## src/rtl/arm_alu_mc.sv

```systemverilog
// Multi-cycle ARM data-processing ALU: single-cycle DP opcodes plus shift-add MUL/MLA.
// Holds one operation in flight behind valid/ready handshakes on both sides.
module arm_alu_mc #(
    parameter int unsigned WIDTH = 32
) (
    input  logic             clk,
    input  logic             reset_n,
    input  logic             in_valid,
    output logic             in_ready,
    input  logic [1:0]       alu_mode,
    input  logic [3:0]       alu_op_sel,
    input  logic [WIDTH-1:0] alu_op1,
    input  logic [WIDTH-1:0] alu_op2,
    input  logic [WIDTH-1:0] alu_op3,
    input  logic [3:0]       flags_in,
    input  logic             flush,
    output logic             out_valid,
    input  logic             out_ready,
    output logic [WIDTH-1:0] alu_out,
    output logic [3:0]       flags_out,
    output logic             result_wr
);

    localparam int unsigned      CNT_W    = (WIDTH > 1) ? $clog2(WIDTH) : 1;
    localparam logic [CNT_W-1:0] CNT_LAST = CNT_W'(WIDTH - 1);

    localparam logic [1:0] MODE_MUL = 2'd1;
    localparam logic [1:0] MODE_MLA = 2'd2;
    localparam logic [1:0] MODE_RSV = 2'd3;

    localparam logic [3:0] OP_AND = 4'h0, OP_EOR = 4'h1, OP_SUB = 4'h2, OP_RSB = 4'h3;
    localparam logic [3:0] OP_ADD = 4'h4, OP_ADC = 4'h5, OP_SBC = 4'h6, OP_RSC = 4'h7;
    localparam logic [3:0] OP_TST = 4'h8, OP_TEQ = 4'h9, OP_CMP = 4'hA, OP_CMN = 4'hB;
    localparam logic [3:0] OP_ORR = 4'hC, OP_MOV = 4'hD, OP_BIC = 4'hE, OP_MVN = 4'hF;

    typedef enum logic [1:0] {
        S_IDLE = 2'd0,
        S_MUL  = 2'd1,
        S_DONE = 2'd2
    } state_t;

    state_t             r_state;
    state_t             w_state_nxt;
    logic               w_in_ready;
    logic               w_accept;
    logic               w_is_mul;

    logic [CNT_W-1:0]   r_count;
    logic [WIDTH-1:0]   r_acc;
    logic [WIDTH-1:0]   r_op1;
    logic [WIDTH-1:0]   r_op2;
    logic [1:0]         r_cv;
    logic [WIDTH-1:0]   r_alu_out;
    logic [3:0]         r_flags;
    logic               r_wr;
    logic               r_out_valid;

    logic [WIDTH-1:0]   w_add_x;
    logic [WIDTH-1:0]   w_add_y;
    logic               w_add_cin;
    logic               w_is_arith;
    logic [WIDTH-1:0]   w_logic;
    logic [WIDTH:0]     w_add_sum;
    logic [WIDTH-1:0]   w_dp_res;
    logic               w_dp_c;
    logic               w_dp_v;
    logic               w_dp_wr;
    logic [WIDTH-1:0]   w_cap_res;
    logic [3:0]         w_cap_flags;
    logic               w_cap_wr;
    logic [WIDTH-1:0]   w_addend;
    logic [WIDTH-1:0]   w_acc_nxt;

    assign w_is_mul = (alu_mode == MODE_MUL) || (alu_mode == MODE_MLA);

    // Adder operand steering: subtracts become x + ~y + cin so C is NOT borrow
    always_comb begin
        w_add_x    = alu_op1;
        w_add_y    = alu_op2;
        w_add_cin  = 1'b0;
        w_is_arith = 1'b1;
        case (alu_op_sel)
            OP_SUB, OP_CMP: begin
                w_add_y   = ~alu_op2;
                w_add_cin = 1'b1;
            end
            OP_RSB: begin
                w_add_x   = alu_op2;
                w_add_y   = ~alu_op1;
                w_add_cin = 1'b1;
            end
            OP_ADD, OP_CMN: w_add_cin = 1'b0;
            OP_ADC:         w_add_cin = flags_in[1];
            OP_SBC: begin
                w_add_y   = ~alu_op2;
                w_add_cin = flags_in[1];
            end
            OP_RSC: begin
                w_add_x   = alu_op2;
                w_add_y   = ~alu_op1;
                w_add_cin = flags_in[1];
            end
            default: w_is_arith = 1'b0;
        endcase
    end

    always_comb begin
        w_logic = '0;
        case (alu_op_sel)
            OP_AND, OP_TST: w_logic = alu_op1 & alu_op2;
            OP_EOR, OP_TEQ: w_logic = alu_op1 ^ alu_op2;
            OP_ORR:         w_logic = alu_op1 | alu_op2;
            OP_MOV:         w_logic = alu_op2;
            OP_BIC:         w_logic = alu_op1 & ~alu_op2;
            OP_MVN:         w_logic = ~alu_op2;
            default:        w_logic = '0;
        endcase
    end

    assign w_add_sum = {1'b0, w_add_x} + {1'b0, w_add_y} + {{WIDTH{1'b0}}, w_add_cin};
    assign w_dp_res  = w_is_arith ? w_add_sum[WIDTH-1:0] : w_logic;
    assign w_dp_c    = w_is_arith ? w_add_sum[WIDTH] : flags_in[1];
    assign w_dp_v    = w_is_arith ? ((w_add_x[WIDTH-1] == w_add_y[WIDTH-1]) &&
                                     (w_dp_res[WIDTH-1] != w_add_x[WIDTH-1]))
                                  : flags_in[0];
    assign w_dp_wr   = (alu_op_sel[3:2] != 2'b10);

    // Reserved mode completes as a no-op that passes the flags through untouched
    always_comb begin
        w_cap_res   = w_dp_res;
        w_cap_flags = {w_dp_res[WIDTH-1], (w_dp_res == '0), w_dp_c, w_dp_v};
        w_cap_wr    = w_dp_wr;
        if (alu_mode == MODE_RSV) begin
            w_cap_res   = '0;
            w_cap_flags = flags_in;
            w_cap_wr    = 1'b0;
        end
    end

    assign w_addend  = r_op2[r_count] ? (r_op1 << r_count) : '0;
    assign w_acc_nxt = r_acc + w_addend;

    always_comb begin
        w_state_nxt = r_state;
        w_in_ready  = 1'b0;
        w_accept    = 1'b0;
        case (r_state)
            S_IDLE:  w_in_ready = 1'b1;
            S_DONE:  w_in_ready = out_ready;
            default: w_in_ready = 1'b0;
        endcase
        if (flush || !reset_n) begin
            w_in_ready = 1'b0;
        end
        w_accept = in_valid && w_in_ready;
        case (r_state)
            S_IDLE, S_DONE: begin
                if (w_accept) begin
                    w_state_nxt = w_is_mul ? S_MUL : S_DONE;
                end else if ((r_state == S_DONE) && out_ready) begin
                    w_state_nxt = S_IDLE;
                end
            end
            S_MUL: begin
                if (r_count == CNT_LAST) begin
                    w_state_nxt = S_DONE;
                end
            end
            default: w_state_nxt = S_IDLE;
        endcase
        if (flush) begin
            w_state_nxt = S_IDLE;
        end
    end

    always_ff @(posedge clk) begin
        if (!reset_n) begin
            r_state <= S_IDLE;
        end else begin
            r_state <= w_state_nxt;
        end
    end

    // Operand capture, multiply iteration and result registers
    always_ff @(posedge clk) begin
        if (!reset_n) begin
            r_out_valid <= 1'b0;
            r_count     <= '0;
            r_acc       <= '0;
            r_op1       <= '0;
            r_op2       <= '0;
            r_cv        <= '0;
            r_alu_out   <= '0;
            r_flags     <= '0;
            r_wr        <= 1'b0;
        end else begin
            r_out_valid <= (w_state_nxt == S_DONE);
            if (w_accept) begin
                if (w_is_mul) begin
                    r_op1   <= alu_op1;
                    r_op2   <= alu_op2;
                    r_acc   <= (alu_mode == MODE_MLA) ? alu_op3 : '0;
                    r_count <= '0;
                    r_cv    <= flags_in[1:0];
                end else begin
                    r_alu_out <= w_cap_res;
                    r_flags   <= w_cap_flags;
                    r_wr      <= w_cap_wr;
                end
            end else if ((r_state == S_MUL) && !flush) begin
                r_acc   <= w_acc_nxt;
                r_count <= r_count + CNT_W'(1);
                if (r_count == CNT_LAST) begin
                    r_alu_out <= w_acc_nxt;
                    r_flags   <= {w_acc_nxt[WIDTH-1], (w_acc_nxt == '0), r_cv};
                    r_wr      <= 1'b1;
                end
            end
        end
    end

    assign in_ready  = w_in_ready;
    assign out_valid = r_out_valid;
    assign alu_out   = r_alu_out;
    assign flags_out = r_flags;
    assign result_wr = r_wr;

endmodule
```

## config.mk

```make
export PLATFORM = sky130hd
export DESIGN_NAME = arm_alu_mc
export DESIGN_NICKNAME = d
export VERILOG_FILES = /design/src/rtl/arm_alu_mc.sv
export SDC_FILE = /design/constraint.sdc
export NUM_CORES = 1
export LEC_CHECK = 0
export CAP_MARGIN = 20
export CORE_UTILIZATION = 45
export CTS_BUF_LIST = sky130_fd_sc_hd__clkbuf_4
export CTS_CLUSTER_DIAMETER = 40
export DETAILED_ROUTE_END_ITERATION = 7
export PLACE_DENSITY = 0.68
export SLEW_MARGIN = 5
export SYNTH_ARGS = -nofsm -noshare
export SYNTH_HDL_FRONTEND = slang
export SYNTH_SLANG_ARGS = --single-unit
```

## constraint.sdc

```tcl
create_clock -name clk -period 5.72 [get_ports clk]
set_input_delay 1.43 -clock clk [delete_from_list [all_inputs] [get_ports clk]]
set_output_delay 1.43 -clock clk [all_outputs]
set_load 0.02 [all_outputs]
```

# Word level (Yosys, flattened, before mapping)
# Cells that the tools add are included.
dict set report totals {
  out_inout_bits 39
  reg_bits 143
  in_bits 111
  wordCells 115
}
dict set report op_classes {
  n_lt_le_gt_ge 1
  muxes 41
  shift 1
  n_eq_ne 27
  n_reduce_logical 25
  bitwise 6
  n_addsub 4
}
# operator n
set op_table {}
lappend op_table {{two-way mux 32 bit} 12}
lappend op_table {{one-hot mux 32 bit (6 select lines)} 1}
lappend op_table {{AND 32 bit} 2}
lappend op_table {{zero test 32 bit} 2}
lappend op_table {{inverter 32 bit} 2}
lappend op_table {{one-hot mux 32 bit (2 select lines)} 1}
lappend op_table {{adder 32 x 32 -> 33 bit} 1}
lappend op_table {{adder 33 x 1 -> 33 bit} 1}
lappend op_table {{adder 32 bit} 1}
lappend op_table {{== test 4 bit, second input constant} 8}
lappend op_table {{OR 32 bit} 1}
lappend op_table {{<< shifter 32 x 5 -> 32 bit} 1}
lappend op_table {{XOR 32 bit} 1}
lappend op_table {{two-way mux 4 bit} 5}
lappend op_table {{== test 4 x 3 -> 1 bit, second input constant} 4}
lappend op_table {{two-way mux 5 bit} 3}
lappend op_table {{two-way mux 1 bit} 10}
lappend op_table {{two-way mux 2 bit} 5}
lappend op_table {{OR reduction 3 bit} 3}
lappend op_table {{== test 2 bit, second input constant} 4}
lappend op_table {{== test 4 x 2 -> 1 bit, second input constant} 2}
lappend op_table {{OR reduction 2 bit} 4}
lappend op_table {{OR reduction 8 bit} 1}
lappend op_table {{< comparator 5 x 6 -> 1 bit, second input constant} 1}
lappend op_table {{19 further kinds} 29}

# Depth between registers and ports, before layout
dict set report logic_depth {
  depth_word 12
  mapped_depth 24
}

# Least setup slack after synthesis
# OpenSTA, ideal clock, no wires.
dict set report synth_path {
  kind {input port to flip-flop}
  start {in alu_op_sel[1]}
  end {reg r_flags[2] (netlist: flags_out[2])}
  arrival_ns 5.931
  cell_stages 21
  setup_time_ns 0.069
  slack_ns -0.280
  n_path_buf 6
  required_ns 5.651
  path_cell_list {buf_2 > buf_2 > buf_2 > buf_2 > nand3b_1 > clkbuf_1 > buf_1 > nor2_1 > a21oi_1 > fa_1 > fa_1 > nor2b_1 > o2111ai_1 > a21boi_0 > o2111a_1 > nor3_1 > or4_1 > nor4_1 > and4_1 > nand4_1 > o21ai_1}
}
dict set report synth_between {
  elab_chain_cells 10
  elab_cells_between_ends 35
  classes_between {add/sub (2); eq/ne (15); mux (9); reduce/logical (9)}
}
# element line
set synth_lines {}
lappend synth_lines {{start: declaration} 11} ;# input logic [3:0] alu_op_sel,
lappend synth_lines {{== test 4 x 3 -> 1 bit, or another cell as far along} 82} ;# case (alu_op_sel)
lappend synth_lines {{OR reduction 3 bit (no line) / OR reduction 2 bit (equally long branches)} n/a}
lappend synth_lines {{one-hot mux 32 bit (2 select lines) / two-way mux 32 bit (equally long branches)} 82}
lappend synth_lines {{adder 32 x 32 -> 33 bit} 120} ;# assign w_add_sum = {1'b0, w_add_x} + {1'b0, w_add_y} + {{WIDTH{1'b0}}, w_add_cin};
lappend synth_lines {{adder 33 x 1 -> 33 bit} 120}
lappend synth_lines {{two-way mux 32 bit *} 121} ;# assign w_dp_res = w_is_arith ? w_add_sum[WIDTH-1:0] : w_logic;
lappend synth_lines {{zero test 32 bit *} 131} ;# w_cap_flags = {w_dp_res[WIDTH-1], (w_dp_res == '0), w_dp_c, w_dp_v};
lappend synth_lines {{two-way mux 4 bit *} 133} ;# if (alu_mode == MODE_RSV) begin
lappend synth_lines {{two-way mux 4 bit *} 199} ;# if (w_is_mul) begin
lappend synth_lines {{two-way mux 4 bit *} 198} ;# if (w_accept) begin
lappend synth_lines {{end signal: assignment} 207} ;# r_flags <= w_cap_flags;
lappend synth_lines {{end signal: assignment} 215} ;# r_flags <= {w_acc_nxt[WIDTH-1], (w_acc_nxt == '0), r_cv};
lappend synth_lines {{end: declaration} 54} ;# logic [3:0] r_flags;
# Mark *: on every way between the ends. The rest lies on a longest branch, timed or not. The select of a mux whose other input is x is not followed.
# A chain may end at the register's enable or synchronous reset.

# Worst setup path in the final report
dict set report layout_path {
  start {reg r_count[1]}
  end {reg r_flags[2] (netlist: flags_out[2])}
}
dict set report layout_between {
  elab_chain_cells 8
  elab_cells_between_ends 12
  classes_between {add/sub (1); eq/ne (1); shift (1); mux (6); reduce/logical (3)}
}
# element line
set layout_lines {}
lappend layout_lines {{start: declaration} 48} ;# logic [CNT_W-1:0] r_count;
lappend layout_lines {{start signal: assignment} 212} ;# r_count <= r_count + CNT_W'(1);
lappend layout_lines {{binary-select mux 1 bit (select 5 bit)} 140} ;# assign w_addend = r_op2[r_count] ? (r_op1 << r_count) : '0;
lappend layout_lines {{two-way mux 1 bit (implied by the code)} 140}
lappend layout_lines {{two-way mux 32 bit} 140}
lappend layout_lines {{adder 32 bit} 141} ;# assign w_acc_nxt = r_acc + w_addend;
lappend layout_lines {{zero test 32 bit} 215}
lappend layout_lines {{two-way mux 4 bit} 213} ;# if (r_count == CNT_LAST) begin
lappend layout_lines {{two-way mux 4 bit} 210} ;# end else if ((r_state == S_MUL) && !flush) begin
lappend layout_lines {{two-way mux 4 bit} 198}
# Several ways; a longest one is shown, not always the timed one. The select of a mux whose other input is x is not followed.

==> flow_summary.yaml <==
critical_path:
  arrival_ps: 6010
  crit_family: "compound AO/OA/AOI/OAI gates"
  cp_cell_sequence: "mux4_2 -> nand2_1 -> nand2_1 -> o211ai_1 -> nor2b_1 -> ha_1 -> a21oi_1 -> o21ai_0 -> a21oi_2 -> or4b_1 -> a221oi_2 -> o2111ai_1 -> or4_1 -> nor4b_2 -> a21oi_1 -> o21ai_1"
  path_class: "reg -> reg"
  cp_slowest_cell: "mux4_2"
  cpPeakStageDelay_ps: 560
  worst_ep_required_time_ps: 6280
  critPathBufInv: 0
  crit_path_start_kind: "register"
  worstPathMaxFanout: 10
  end_kind: "register"
yosys:
  synth-xor-area-share: 0.02868
  synth_largest_area_cell: "dfxtp_1"
  synth_compound_area_frac: 0.3339
  ys_async_sr_fraction: 0
  synth-simple-area-share: 0.2224
  synthAdderAreaFrac: 0.08596
  synth_area_sq_um: 14960
  syn-num-nets: 2367
  muxShareOfSynthArea: 0.07007
  synth_top_area_frac: 0.1913
  synthTopCellsByArea: "dfxtp_1, nand2_1, ha_1"
  syn_inst: 2155
  yosysSeqAreaShare: 0.1913
  synth-edff-count: 0
  synth_top_family_by_area: "compound AO/OA/AOI/OAI gates"
  ys_warn_count: 0
  ys_seq_elements: 143
  ys.flop_type: "dfxtp_1"
  syn_area_per_cell_sq_um: 6.943
  synth_cell_types: 94
power_and_ir_drop:
  leakage_nw: 7.085
  power_frac_comb: 0.417
  total_power_w: 0.002997
  power.density_nw_per_um2: 169.8
  peakVddDrop_mv: 0.1122
  clock_power_share: 0.233
  pwr-share-seq: 0.351
  p_switching_w: 0.001233
  switching_share: 0.4116
  internal_power_w: 0.001763
final_layout:
  post-route-util: 0.5410
  area_delta_synth_final_pct: 17.94
  final_nets: 2501
  n_fill_cell: 3253
  drive_above_1_share: 0.1003
sta:
  period_needed_ps: 5451
  slew_headroom: 0.3496
  grt_setup_unrepaired: "no"
  min_period_over_period: 0.9530
  fmax_mhz: 183.5
  setup_violations: 0
  hold_viol_final: 0
  tightestPinTransition_ps: 975.7
  fin_ws_ps: 269.0
  skew_ps: 56.63
  report.final.slew_viol_count: 0
route:
  drt_wl_total_mm: 62.80
  wire_per_inst_um: 22.88
  drt-pass1-iter-count: 7
  postRouteAntennaNets: 0
  drt-initial-drc-count: 1861
  viasPerCell: 6.275
  drc_errors: 0
  vias: 17230
clock_tree:
  ctsHoldBuffers: 0
  cts_resized: 0
  tritoncts: "done"
  htreeDepth: 4
  worstSkewPairLatency_ps: 650
  cts.path.max_buffers: 2
  clock_tree.root_cell: "clkbuf_4"
  clk_pin_slew_worst_paths_ps: 150
  numCtsBuffers: 17
  cts_setup_buffers: 0
  clkSinkCount: 143
status:
  status: "finished, final reports clean"
floorplanning:
  dieWidth_um: 184.4
  die_h_um: 184.4
  die_area_sq_um: 33980
  boundaryPins: 150
  core_sq_um: 32620
  initial_core_util: 0.4587
  row_count: 66
grt:
  grt_start_max_net_pins: 114
  grt-ovfl-total: 0
  grt_pass1_vias: 15990
  antenna_found_initial: 4
  gr-usage-all-layers: 0.3714
  grt_first_pass_wirelength_mm: 95.45
placed_design:
  dp_slack_ps: -75.61
  io_buffers: 149
  place_congestion: 1.034
  hpwl_mm: 49.54
job:
  drv_cap: 0
hold_path:
  holdCritPathClass: "reg -> reg"
sequential cells by signal (all words and copies together), names as in the netlist:
register and count:
flags_out 4, result_wr 1, r_op2 32, r_acc 32
r_state 2, alu_out 32, r_cv 2, r_count 5
r_op1 32, out_valid 1
cell type report:
| type | instances | area [sq um] | area share |
|---|---|---|---|
| clock buffer | 17 | 127.6 | 0.007231 |
| sequential | 143 | 2864 | 0.1623 |
| inverter | 101 | 379.1 | 0.02148 |
| timing repair buffer | 273 | 2422 | 0.1373 |
| tap | 442 | 553.0 | 0.03134 |
| antenna | 1 | 2.502 | 0.0001418 |
| clock inverter | 15 | 148.9 | 0.008437 |
| multi-input combinational | 1753 | 11150 | 0.6318 |
worst reg2reg max path, delay by kind of cell (launching register included):
family                   cells  cell delay, ps
AO/OA/AOI/OAI                8            2050
multiplexers                 1             560
AND/OR/NAND/NOR              6            1830
flip-flops                   1             550
adder cells (fa/ha/maj)      1             410
layout by cell type (no fill, tap or decap), types with 14 or more instances in the layout:
cell / instances
nand4_1: 23
mux4_2: 20
mux2_2: 14
nor2b_1: 17
or3_1: 19
a211oi_1: 24
a21boi_0: 75
nand2_1: 338
and2_1: 14
xnor2_1: 15
a31oi_1: 27
clkdlybuf4s50_1: 146
nand2b_1: 15
nor4_1: 14
dfxtp_1: 142
mux2i_1: 44
a21o_1: 26
nand3_1: 26
nor3_1: 36
o21ai_0: 239
ha_1: 98
a221oi_1: 18
o21a_1: 18
xor2_1: 34
nor2_1: 186
o211ai_1: 16
inv_1: 100
clkbuf_4: 17
a21oi_1: 195
buf_4: 124
worst paths after layout:
| kind | startpoint | slack [ps] | end | cells after the start |
|---|---|---|---|---|
| min reg2reg | r_op2[2] | 470 | r_op2[2] | 2 |
| max reg2reg | r_count[1] | 270 | flags_out[2] | 16 |
| min | r_op2[2] | 470 | r_op2[2] | 2 |
| max | r_count[1] | 270 | flags_out[2] | 16 |
metal layers:
layer | GRT usage | vias up | part of all wire
li1 | - | 8092 | -
met1 | 0.4996 | 8183 | 0.43
met2 | 0.5811 | 804 | 0.45
met3 | 0.05987 | 143 | 0.083
met4 | 0.1663 | 4 | 0.042
met5 | 0 | - | 0.00037
power by group through the flow:
stage / sequential, W / combinational (W) / clock [W]
3_3_place_gp: 0.00107 / 0.00120 / 0
6_report: 0.00105 / 0.00125 / 0.000697
3_5_place_dp: 0.00107 / 0.00121 / 0
4_1_cts: 0.00105 / 0.00122 / 0.000700
5_1_grt: 0.00105 / 0.00134 / 0.000744
2_1_floorplan: 0.00108 / 0.000676 / 0
metrics by stage:
| stage | setup TNS [ps] | area [sq um] | hold WS [ps] | std cells |
|---|---|---|---|---|
| finish | 0 | 17650 | 474.9 | 2745 |
| global route | 0 | 17650 | 495.0 | 2745 |
| CTS | 0 | 17640 | 478.2 | 2744 |
| detailed placement | -75.61 | 17360 | 460.3 | 2712 |
| global placement | -48.27 | 17360 | 450.3 | 2712 |
| floorplan | 0 | 14980 | 440.2 | 2155 |
Yosys cell counts (16+ instances only):
cell type  number
a211oi_1       24
a21boi_0       76
a21o_1         26
a21oi_1       195
a221oi_1       18
a31oi_1        27
clkbuf_1      128
dfxtp_1       143
ha_1           98
inv_1         100
mux2i_1        44
mux4_2         20
nand2_1       338
nand2b_1       16
nand3_1        26
nand4_1        23
nor2_1        188
nor2b_1        17
nor3_1         38
o211ai_1       16
o21a_1         18
o21ai_0       240
or3_1          19
xor2_1         34
cells by family after synthesis:
family | count (synthesis)
multiplexers | 78
buffers and inverters | 259
AO/OA/AOI/OAI | 784
AND/OR/NAND/NOR | 741
flip-flops | 143
XOR/XNOR | 49
adder cells (fa/ha/maj) | 101
Note: power is estimated with default switching activity, not from simulation.
